--- src/rtl/z_core_seq_divider_pkg.sv ---
// ----------------------------------------------------------------------------
// z_core_seq_divider_pkg
//   Shared definitions for the Z-Core sequential divider: the default operand
//   width used across the execute units and the divider FSM state encoding.
// ----------------------------------------------------------------------------
package z_core_seq_divider_pkg;

    localparam int XLEN_DEFAULT = 32;

    typedef enum logic [1:0] {
        ST_IDLE  = 2'd0,
        ST_CALC  = 2'd1,
        ST_FIXUP = 2'd2
    } div_state_e;

endpackage

--- src/rtl/z_core_seq_divider_if.sv ---
// ----------------------------------------------------------------------------
// z_core_seq_divider_if
//   Request/response bundle between the execute stage and the divider.
//   master : execute stage (drives operands, start, abort)
//   slave  : divider       (drives running, done, result, div_by_zero)
// ----------------------------------------------------------------------------
interface z_core_seq_divider_if #(
    parameter int XLEN = z_core_seq_divider_pkg::XLEN_DEFAULT
);
    logic [XLEN-1:0] dividend;
    logic [XLEN-1:0] divisor;
    logic            div_start;
    logic            is_signed;
    logic            quotient_or_rem;
    logic            div_abort;
    logic            div_running;
    logic            div_done;
    logic [XLEN-1:0] div_result;
    logic            div_by_zero;

    modport master (
        output dividend, divisor, div_start, is_signed, quotient_or_rem, div_abort,
        input  div_running, div_done, div_result, div_by_zero
    );

    modport slave (
        input  dividend, divisor, div_start, is_signed, quotient_or_rem, div_abort,
        output div_running, div_done, div_result, div_by_zero
    );
endinterface

--- src/rtl/z_core_div_step.sv ---
// ----------------------------------------------------------------------------
// z_core_div_step
//   One combinational radix-2 restoring division step.
//   rem_in / quo_in : partial remainder and dividend/quotient shift register
//   divisor_abs     : unsigned divisor magnitude
//   rem_out/quo_out : state after shifting {R,Q} left and trying R - divisor
// ----------------------------------------------------------------------------
module z_core_div_step #(
    parameter int XLEN = 32
) (
    input  logic [XLEN-1:0] rem_in,
    input  logic [XLEN-1:0] quo_in,
    input  logic [XLEN-1:0] divisor_abs,
    output logic [XLEN-1:0] rem_out,
    output logic [XLEN-1:0] quo_out
);
    logic [XLEN:0] shifted;
    logic [XLEN:0] trial;

    // The shifted remainder is below 2*divisor, so an XLEN+1 bit difference
    // never overflows and its MSB is exactly the borrow (trial < 0).
    assign shifted = {rem_in, quo_in[XLEN-1]};
    assign trial   = shifted - {1'b0, divisor_abs};

    assign rem_out = trial[XLEN] ? shifted[XLEN-1:0] : trial[XLEN-1:0];
    assign quo_out = {quo_in[XLEN-2:0], ~trial[XLEN]};
endmodule

--- src/rtl/z_core_seq_divider.sv ---
// ----------------------------------------------------------------------------
// z_core_seq_divider
//   Iterative DIV/DIVU/REM/REMU unit for the Z-Core M-extension execute stage.
//   Retires BITS_PER_CYCLE quotient bits per clock, resolves divide-by-zero,
//   signed overflow and (optionally) |a| < |b| without iterating, and can be
//   flushed at any time with div_abort.
//   clk  : rising-edge clock
//   rstn : asynchronous active-low reset
//   dif  : slave side of z_core_seq_divider_if (operands, start/abort in;
//          running, done pulse, result, div_by_zero out)
// ----------------------------------------------------------------------------
module z_core_seq_divider
    import z_core_seq_divider_pkg::*;
#(
    parameter int XLEN           = XLEN_DEFAULT,
    parameter int BITS_PER_CYCLE = 1,
    parameter int EARLY_OUT      = 1
) (
    input logic                 clk,
    input logic                 rstn,
    z_core_seq_divider_if.slave dif
);
    localparam int STEPS = XLEN / BITS_PER_CYCLE;
    localparam int CNT_W = $clog2(STEPS + 1);
    localparam logic [XLEN-1:0] MIN_VAL = {1'b1, {(XLEN-1){1'b0}}};

    // Magnitude of a possibly-signed operand; MIN maps onto itself, which is
    // the correct unsigned magnitude 2^(XLEN-1).
    function automatic logic [XLEN-1:0] abs_val(input logic [XLEN-1:0] x,
                                                input logic            sgn);
        return (sgn && x[XLEN-1]) ? -x : x;
    endfunction

    div_state_e       state_q, state_d;
    logic [CNT_W-1:0] cnt_q;
    logic [XLEN-1:0]  rem_q, quo_q, dvs_abs_q;
    logic             neg_quo_q, neg_rem_q, sel_quo_q, bypass_q, dbz_q;

    logic [XLEN-1:0]  dvd_abs, dvs_abs, res_fix;
    logic             accept, is_zero, is_ovf, is_early, take_fast;

    logic [BITS_PER_CYCLE:0][XLEN-1:0] rem_chain;
    logic [BITS_PER_CYCLE:0][XLEN-1:0] quo_chain;

    assign dvd_abs   = abs_val(dif.dividend, dif.is_signed);
    assign dvs_abs   = abs_val(dif.divisor, dif.is_signed);
    assign accept    = (state_q == ST_IDLE) && dif.div_start && !dif.div_abort;
    assign is_zero   = (dif.divisor == '0);
    assign is_ovf    = dif.is_signed && (dif.dividend == MIN_VAL) && (dif.divisor == '1);
    assign is_early  = (EARLY_OUT != 0) && (dvd_abs < dvs_abs);
    assign take_fast = is_zero || is_ovf || is_early;

    // Unrolled restoring steps: stage i feeds stage i+1 within one clock.
    assign rem_chain[0] = rem_q;
    assign quo_chain[0] = quo_q;

    for (genvar i = 0; i < BITS_PER_CYCLE; i++) begin : g_step
        z_core_div_step #(.XLEN(XLEN)) u_step (
            .rem_in      (rem_chain[i]),
            .quo_in      (quo_chain[i]),
            .divisor_abs (dvs_abs_q),
            .rem_out     (rem_chain[i+1]),
            .quo_out     (quo_chain[i+1])
        );
    end

    always_comb begin
        state_d = state_q;
        case (state_q)
            ST_IDLE:  if (accept) state_d = take_fast ? ST_FIXUP : ST_CALC;
            ST_CALC:  if (cnt_q == CNT_W'(1)) state_d = ST_FIXUP;
            ST_FIXUP: state_d = ST_IDLE;
            default:  state_d = ST_IDLE;
        endcase
        if (dif.div_abort) state_d = ST_IDLE;
    end

    // Sign correction; zero-divisor and MIN/-1 results are already final.
    always_comb begin
        res_fix = sel_quo_q ? quo_q : rem_q;
        if (!bypass_q) begin
            if (sel_quo_q && neg_quo_q) begin
                res_fix = -quo_q;
            end else if (!sel_quo_q && neg_rem_q) begin
                res_fix = -rem_q;
            end
        end
    end

    // --- control stage: state, handshake and registered result ---
    always_ff @(posedge clk or negedge rstn) begin
        if (!rstn) begin
            state_q         <= ST_IDLE;
            dif.div_running <= 1'b0;
            dif.div_done    <= 1'b0;
            dif.div_result  <= '0;
            dif.div_by_zero <= 1'b0;
        end else begin
            state_q      <= state_d;
            dif.div_done <= 1'b0;
            if (dif.div_abort) begin
                dif.div_running <= 1'b0;
            end else if (accept) begin
                dif.div_running <= 1'b1;
            end else if (state_q == ST_FIXUP) begin
                dif.div_running <= 1'b0;
                dif.div_done    <= 1'b1;
                dif.div_result  <= res_fix;
                dif.div_by_zero <= dbz_q;
            end
        end
    end

    // --- datapath stage: operand latch and iteration registers ---
    always_ff @(posedge clk) begin
        if (accept) begin
            neg_quo_q <= dif.is_signed && (dif.dividend[XLEN-1] ^ dif.divisor[XLEN-1]);
            neg_rem_q <= dif.is_signed && dif.dividend[XLEN-1];
            sel_quo_q <= dif.quotient_or_rem;
            dvs_abs_q <= dvs_abs;
            dbz_q     <= is_zero;
            bypass_q  <= is_zero || is_ovf;
            cnt_q     <= CNT_W'(STEPS);
            if (is_zero) begin
                quo_q <= '1;
                rem_q <= dif.dividend;
            end else if (is_ovf) begin
                quo_q <= dif.dividend;
                rem_q <= '0;
            end else if (is_early) begin
                quo_q <= '0;
                rem_q <= dvd_abs;
            end else begin
                quo_q <= dvd_abs;
                rem_q <= '0;
            end
        end else if (state_q == ST_CALC) begin
            rem_q <= rem_chain[BITS_PER_CYCLE];
            quo_q <= quo_chain[BITS_PER_CYCLE];
            cnt_q <= cnt_q - CNT_W'(1);
        end
    end
endmodule
--- src/flat_wrapper.sv ---
// flat-port wrapper written by rule: the top's interface ports become plain ports
module z_core_seq_divider_flat import z_core_seq_divider_pkg::*;
#(
    parameter int XLEN           = XLEN_DEFAULT,
    parameter int BITS_PER_CYCLE = 1,
    parameter int EARLY_OUT      = 1
)
  (clk, rstn, dif_dividend, dif_divisor, dif_div_start, dif_is_signed, dif_quotient_or_rem, dif_div_abort, dif_div_running, dif_div_done, dif_div_result, dif_div_by_zero);
  z_core_seq_divider_if #(.XLEN(XLEN)) dif_i ();
  input logic clk;
  input logic rstn;
  input wire logic [$bits(dif_i.dividend)-1:0] dif_dividend;
  input wire logic [$bits(dif_i.divisor)-1:0] dif_divisor;
  input wire logic [$bits(dif_i.div_start)-1:0] dif_div_start;
  input wire logic [$bits(dif_i.is_signed)-1:0] dif_is_signed;
  input wire logic [$bits(dif_i.quotient_or_rem)-1:0] dif_quotient_or_rem;
  input wire logic [$bits(dif_i.div_abort)-1:0] dif_div_abort;
  output wire logic [$bits(dif_i.div_running)-1:0] dif_div_running;
  output wire logic [$bits(dif_i.div_done)-1:0] dif_div_done;
  output wire logic [$bits(dif_i.div_result)-1:0] dif_div_result;
  output wire logic [$bits(dif_i.div_by_zero)-1:0] dif_div_by_zero;
  assign dif_i.dividend = dif_dividend;
  assign dif_i.divisor = dif_divisor;
  assign dif_i.div_start = dif_div_start;
  assign dif_i.is_signed = dif_is_signed;
  assign dif_i.quotient_or_rem = dif_quotient_or_rem;
  assign dif_i.div_abort = dif_div_abort;
  assign dif_div_running = dif_i.div_running;
  assign dif_div_done = dif_i.div_done;
  assign dif_div_result = dif_i.div_result;
  assign dif_div_by_zero = dif_i.div_by_zero;
  z_core_seq_divider #(.XLEN(XLEN), .BITS_PER_CYCLE(BITS_PER_CYCLE), .EARLY_OUT(EARLY_OUT)) u_core (.clk(clk), .rstn(rstn), .dif(dif_i));
endmodule
--- config.mk ---
export PLATFORM = sky130hd
export DESIGN_NAME = z_core_seq_divider_flat
export DESIGN_NICKNAME = d
export VERILOG_FILES = /design/src/rtl/z_core_seq_divider_pkg.sv /design/src/rtl/z_core_seq_divider_if.sv /design/src/rtl/z_core_div_step.sv /design/src/rtl/z_core_seq_divider.sv /design/src/flat_wrapper.sv
export SDC_FILE = /design/constraint.sdc
export NUM_CORES = 1
export LEC_CHECK = 0
export BUFFER_PORTS_ARGS = -buffer_cell sky130_fd_sc_hd__buf_2
export CAP_MARGIN = 20
export CORE_ASPECT_RATIO = 0.8
export CORE_MARGIN = 2
export CORE_UTILIZATION = 50
export DETAILED_ROUTE_END_ITERATION = 6
export HOLD_SLACK_MARGIN = 0.08
export PLACE_DENSITY = 0.68
export SYNTH_ARGS = -nofsm -noshare
export SYNTH_HDL_FRONTEND = slang
export SYNTH_SLANG_ARGS = --single-unit
--- constraint.sdc ---
create_clock -name clk -period 3 [get_ports clk]
set_input_delay 0.15 -clock clk [delete_from_list [all_inputs] [get_ports clk]]
set_output_delay 0.15 -clock clk [all_outputs]
set_load 0.05 [all_outputs]
# Word level (Yosys, flattened, before mapping)
# Index checks and enable logic that the tools add are counted.
[word_totals] ff_bits=144 in_bits=70 output_inout_bits=35 word_cells=79
[classes] addsub=6 magnitude_cmp=1 eq_ne=7 n_mux=28 bitwise_logic=4 reduce_logical=19
[op_table] cell="32-bit two-way mux" n=17
[op_table] cell="32-bit negation" n=4
[op_table] cell="32-bit equality test, second input constant" n=2
[op_table] cell="33-bit by 32-bit subtractor with 33-bit output" n=1
[op_table] cell="32-bit zero test" n=1
[op_table] cell="32-bit < comparator" n=1
[op_table] cell="1-bit logical AND" n=9
[op_table] cell="2-bit two-way mux" n=4
[op_table] cell="6-bit by 1-bit equality test with 1-bit output, second input constant" n=1
[op_table] cell="1-bit two-way mux" n=6
[op_table] cell="3-bit by 2-bit != test with 1-bit output, second input constant" n=2
[op_table] cell="6-bit by 1-bit subtractor with 6-bit output, second input constant" n=1
[op_table] cell="2-bit case mux with 2 select lines" n=1
[op_table] cell="1-bit inverter" n=3
[op_table] cell="3-bit AND reduction" n=1
[op_table] cell="3-bit nonzero test" n=1
[op_table] cell="2-bit by 1-bit equality test with 1-bit output, second input constant" n=1
[op_table] cell="2-bit equality test, second input constant" n=1
[op_table] cell="1-bit zero test" n=2
[op_table] cell="2-bit zero test" n=1
[op_table] cell="1-bit logical OR" n=2
[op_table] cell="2-bit AND reduction" n=1
[op_table] cell="2-bit nonzero test" n=1
[op_table] cell="1-bit bitwise XOR" n=1

# Longest topological paths before layout
[logic_depth] depth_word=9 mapped_depth=20 mapped_depth_nobuf=18

# By module
# A second synthesis with hierarchy kept.
[hier_totals] hier_cells=1485 area_unflattened_um2=12969.9
[by_module_without_submodules] mod="z_core_seq_divider" instances=1 cells_each=1149 area_each_um2=10369.9
[by_module_without_submodules] mod="z_core_div_step" instances=1 cells_each=336 area_each_um2=2600.0

# Worst setup path after synthesis
# Ideal clock, no wire load.
[synth_timing] kind="input to register" start="in dif_divisor[7]" end="reg u_core.rem_q[28], data pin" setup_time_ps=167 t_arrival_ps=4063 required_ps=2833 slack_ps=-1230 path_stages=15 n_path_buf=1 path_cell_list="or4_1 -> nor4_1 -> nand3_1 -> o31ai_1 -> xor2_1 -> ha_1 -> and4_1 -> a221oi_1 -> a2111oi_0 -> a211oi_1 -> nand2_1 -> nor2_1 -> buf_2 -> a22oi_1 -> o21ai_1"
[synth_between] elab_chain_len=7
[synth_lines] element="start: declaration" line="flat_wrapper.sv:13" text="input wire logic [$bits(dif_i.divisor)-1:0] dif_divisor;"
[synth_lines] element="32-bit negation" line="z_core_seq_divider.sv:31" text="return (sgn && x[XLEN-1]) ? -x : x;"
[synth_lines] element="32-bit two-way mux" line="z_core_seq_divider.sv:31"
[synth_lines] element="32-bit < comparator" line="z_core_seq_divider.sv:50" text="assign is_early = (EARLY_OUT != 0) && (dvd_abs < dvs_abs);"
[synth_lines] element="32-bit two-way mux" line="z_core_seq_divider.sv:130" text="end else if (is_early) begin"
[synth_lines] element="32-bit two-way mux" line="z_core_seq_divider.sv:127" text="end else if (is_ovf) begin"
[synth_lines] element="32-bit two-way mux (*)" line="z_core_seq_divider.sv:124" text="if (is_zero) begin"
[synth_lines] element="32-bit two-way mux (*)" line="z_core_seq_divider.sv:116" text="if (accept) begin"
[synth_lines] element="end signal: assignment" line="z_core_seq_divider.sv:126" text="rem_q <= dif.dividend;"
[synth_lines] element="end signal: assignment" line="z_core_seq_divider.sv:132" text="rem_q <= dvd_abs;"
[synth_lines] element="end signal: assignment" line="z_core_seq_divider.sv:138" text="rem_q <= rem_chain[BITS_PER_CYCLE];"
[synth_lines] element="end: declaration" line="z_core_seq_divider.sv:36" text="logic [XLEN-1:0] rem_q, quo_q, dvs_abs_q;"
# Mark *: on every way between the ends. The rest lies on a longest branch, timed or not.
# A chain may end at the register's enable or synchronous reset.

# Worst setup path in the final report
[layout_timing] start="in dif_divisor[13]" end="reg u_core.rem_q[1], data pin"
[layout_between] elab_chain_len=7
[layout_lines] element="32-bit negation" line="z_core_seq_divider.sv:31"
[layout_lines] element="32-bit two-way mux" line="z_core_seq_divider.sv:31"
[layout_lines] element="via u_core.dvs_abs[20]" line="z_core_seq_divider.sv:39" text="logic [XLEN-1:0] dvd_abs, dvs_abs, res_fix;"
[layout_lines] element="32-bit < comparator" line="z_core_seq_divider.sv:50"
[layout_lines] element="32-bit two-way mux" line="z_core_seq_divider.sv:130"
[layout_lines] element="32-bit two-way mux" line="z_core_seq_divider.sv:127"
[layout_lines] element="32-bit two-way mux" line="z_core_seq_divider.sv:124"
[layout_lines] element="32-bit two-way mux" line="z_core_seq_divider.sv:116"
# The timed path passes the listed nets, and every way through them passes these cells.

==> flow_metrics.py <==
metrics = {
    "synth": {
        "synthCells": 1403,
        "ys_async_sr_fraction_pct": 25.7,
        "netlist_area_mm2": 0.0121,
        "synth_cell_types": 75,
        "ys_seq_area_share_pct": 33.6,
        "syn_area_per_cell_um2": 8.65,
        "synth_edf_count": 101,
        "synth-warning-count": 0,
        "synth-seq-cells": 144,
        "ys.flop_type": "edfxtp_1",
        "syn-num-nets": 1544,
    },
    "floorplan": {
        "die_h_um": 143,
        "fp.dieW_um": 178,
        "coreArea_mm2": 0.0236,
        "ios": 105,
        "start_util_pct": 51.4,
        "die_area_mm2": 0.0255,
        "rows": 50,
    },
    "power": {
        "power_density_mw_per_mm2": 707,
        "p_leak_nw": 7.55,
        "ir_drop_mv": 0.412,
    },
    "drt": {
        "dr.pass1.iters": 7,
        "num_vias": 13000,
        "dr.first_iter.drc_count": 1418,
        "drc": 0,
        "vias_per_cell": 6.01,
        "routed_wl_mm": 44.5,
        "drtAntennaViolNets": 0,
        "avgRoutedWirePerCell_um": 20.5,
    },
    "min_path": {
        "min_path_cells": 3,
        "min_path_type": "input pin to flop",
    },
    "timing": {
        "fin_ws_ns": -1.01,
        "tightest_slew_ns": 0.836,
        "hold_viol": 0,
        "min_period_ns": 4.01,
        "whs_ns": 0.124,
        "fmax_mhz": 249,
        "final_max_slew_viol_count": 0,
        "finalSetupViolations": 73,
        "rsz0062_at_grt": "true",
        "tns_ns": -58.61,
        "maxSlewHeadroom_pct": 44.3,
        "fin_skew_ns": 0.0153,
        "finalCritPeriodShare_pct": 134,
    },
    "placed_design": {
        "dpl_cell_area_mm2": 0.0154,
        "dpl.hpwl_mm": 33.0,
        "place_ws_ns": -1.59,
        "place_congestion": 0.985,
        "port_buffers": 104,
    },
    "grt": {
        "grt_util_met3_pct": 5.26,
        "grt_busiest_layer": "met2",
        "use_met1_pct": 46.5,
        "grt_max_degree": 53,
        "antenna_found_initial": 0,
        "grt_pass1_wl_mm": 67.4,
        "grt_pass1_vias": 12400,
        "grt_use_met2_pct": 56.7,
        "grtUsageTotal_pct": 34.5,
        "grt_remaining_overflow": 0,
    },
    "layout": {
        "design_area_mm2": 0.0173,
        "nNetsFinal": 1986,
        "drive_gt1_share_pct": 35.0,
        "final_util_pct": 73.3,
        "final_common_cell": "buf_4",
        "area_delta_synth_final_pct": 42.5,
        "final_cell_mix": "356 x buf_4, 107 x inv_1, 101 x edfxtp_1",
        "insertedDiodeCount": 0,
    },
    "setup_path": {
        "cp.required_ns": 3.27,
        "cp_max_fo": 5,
        "start_kind": "input pin",
        "cp.arrival_ns": 4.28,
        "reg2regPathDepth": 13,
        "endpoint_kind": "flop",
        "worstSetupPathType": "input pin to flop",
        "r2r_slack_ns": -0.64,
    },
    "clock_tree": {
        "clkSinkCount": 144,
        "clock_path_buffers": 2,
        "clk_latency_ns": 0.44,
        "numCtsBuffers": 17,
        "cts_root_buf": "clkbuf_16",
        "cts_tree": "done",
        "h-tree-depth": 4,
        "path_clk_slew_ns": 0.07,
    },
    "run": {
        "max_cap_violations": 0,
    },
    "outcome": {
        "violations": "negative setup slack",
        "status": "finished with violations",
    },
}
-- Yosys cell counts, types with 6 or more instances --
cell,instances,area share (%)
nor2_1,122,3.8
inv_1,109,3.4
edfxtp_1,101,25
nand2_1,99,3.1
a21oi_1,89,3.7
o21ai_0,84,3.5
xnor2_1,78,5.6
ha_1,70,7.2
xor2_1,66,4.8
clkbuf_1,47,1.5
mux2i_1,43,3.5
dfrtp_1,37,7.6
nor3_1,36,1.5
a22oi_1,35,2.2
o22a_1,28,2.0
nand3_1,25,1.0
nand4_1,21,1.1
a211oi_1,20,1.2
nor2b_1,20,1.0
nor4_1,19,0.98
o21a_1,18,1.1
or3_1,18,0.93
o221ai_1,17,1.2
a21o_1,15,0.93
buf_2,14,0.58
nand2b_1,14,0.72
o31ai_1,14,0.87
and3_1,11,0.57
or4_1,11,0.68
a31oi_1,10,0.52
and2_1,9,0.46
buf_1,6,0.19
dfxtp_1,6,0.99
o21ai_1,6,0.25
-- sequential cells by signal, summed over array words and instances, names as in the netlist --
name                    count
u_core.dbz_q                1
u_core.dif.div_running      1
u_core.rem_q               32
u_core.dif.div_result      32
u_core.neg_rem_q            1
u_core.sel_quo_q            1
u_core.dif.div_done         1
u_core.quo_q               32
u_core.dvs_abs_q           32
u_core.bypass_q             1
u_core.cnt_q                6
u_core.neg_quo_q            1
u_core.dif.div_by_zero      1
u_core.state_q              2
-- metrics by stage --
stage | std cells | power (mW)
4_1_cts | 2151 | 11.9
6_report | 2170 | 12.2
5_1_grt | 2170 | 12.9
3_5_place_dp | 2085 | 9.47
2_1_floorplan | 1403 | 7.10
3_3_place_gp | 2085 | 9.36
-- what timing repair did --
item / CTS / global route
hold buffers: 6 / 0
hold endpoints to repair: 42 / 0
gates resized for setup: 123 / 59
setup buffers: 26 / 18
cloned: 3 / 2
setup endpoints to repair: 74 / 79
pin swaps: 53 / 34
-- layer usage --
| layer | part of all wire, % | vias to the layer above |
|---|---|---|
| met5 | 0 | - |
| met4 | 3.8 | 0 |
| met3 | 8.2 | 121 |
| met2 | 47 | 682 |
| met1 | 41 | 6212 |
| li1 | - | 6027 |
-- power by group --
part / internal [mW] / switching [mW]
Combinational: 2.95 / 3.94
Clock: 1.14 / 0.998
Sequential: 2.84 / 0.356
-- critical path, cell delays in order --
cell	delay, ns
buf_6	0.09
or4_4	0.53
or4_4	0.44
nor3_4	0.19
a21oi_1	0.12
xor2_1	0.29
inv_1	0.10
ha_1	0.31
and4_4	0.20
a221oi_4	0.32
buf_4	0.17
a2111oi_4	0.06
a211oi_2	0.34
nand2_1	0.16
buf_6	0.16
buf_12	0.14
nor3b_4	0.20
a21oi_2	0.07
o211ai_1	0.22
-- cell type report --
type	count	area, um^2
Inverter	110	414
Clock inverter	13	111
Multi-Input combinational cell	1082	8150
Fill cell	1758	6290
Clock buffer	19	454
Tap cell	312	390
Sequential cell	144	4080
Timing Repair Buffer	490	3690
-- cells by family (layout without fill, tap and decap cells) --
family | count (synthesis) | count (layout) | share of synthesized area, %
AND/OR/NAND/NOR | 439 | 439 | 18.5
AO/OA/AOI/OAI | 380 | 380 | 20.5
buffers and inverters | 177 | 632 | 5.62
XOR/XNOR | 144 | 144 | 10.4
flip-flops | 144 | 144 | 33.6
adder cells (fa/ha/maj) | 71 | 71 | 7.38
multiplexers | 48 | 48 | 4.01
-- final timing paths --
path	start	to
worst max-delay path	dif_divisor[13]	u_core.rem_q[1]
worst min-delay path	dif_dividend[23]	u_core.rem_q[23]
worst max register to register	u_core.dvs_abs_q[0]	u_core.rem_q[31]
worst min register to register	u_core.dbz_q	u_core.dif.div_by_zero
max in group asynchronous	rstn	u_core.dif.div_result[7]
min in group asynchronous	rstn	u_core.dif.div_done
No activity file was read; power rests on OpenSTA's default activity.
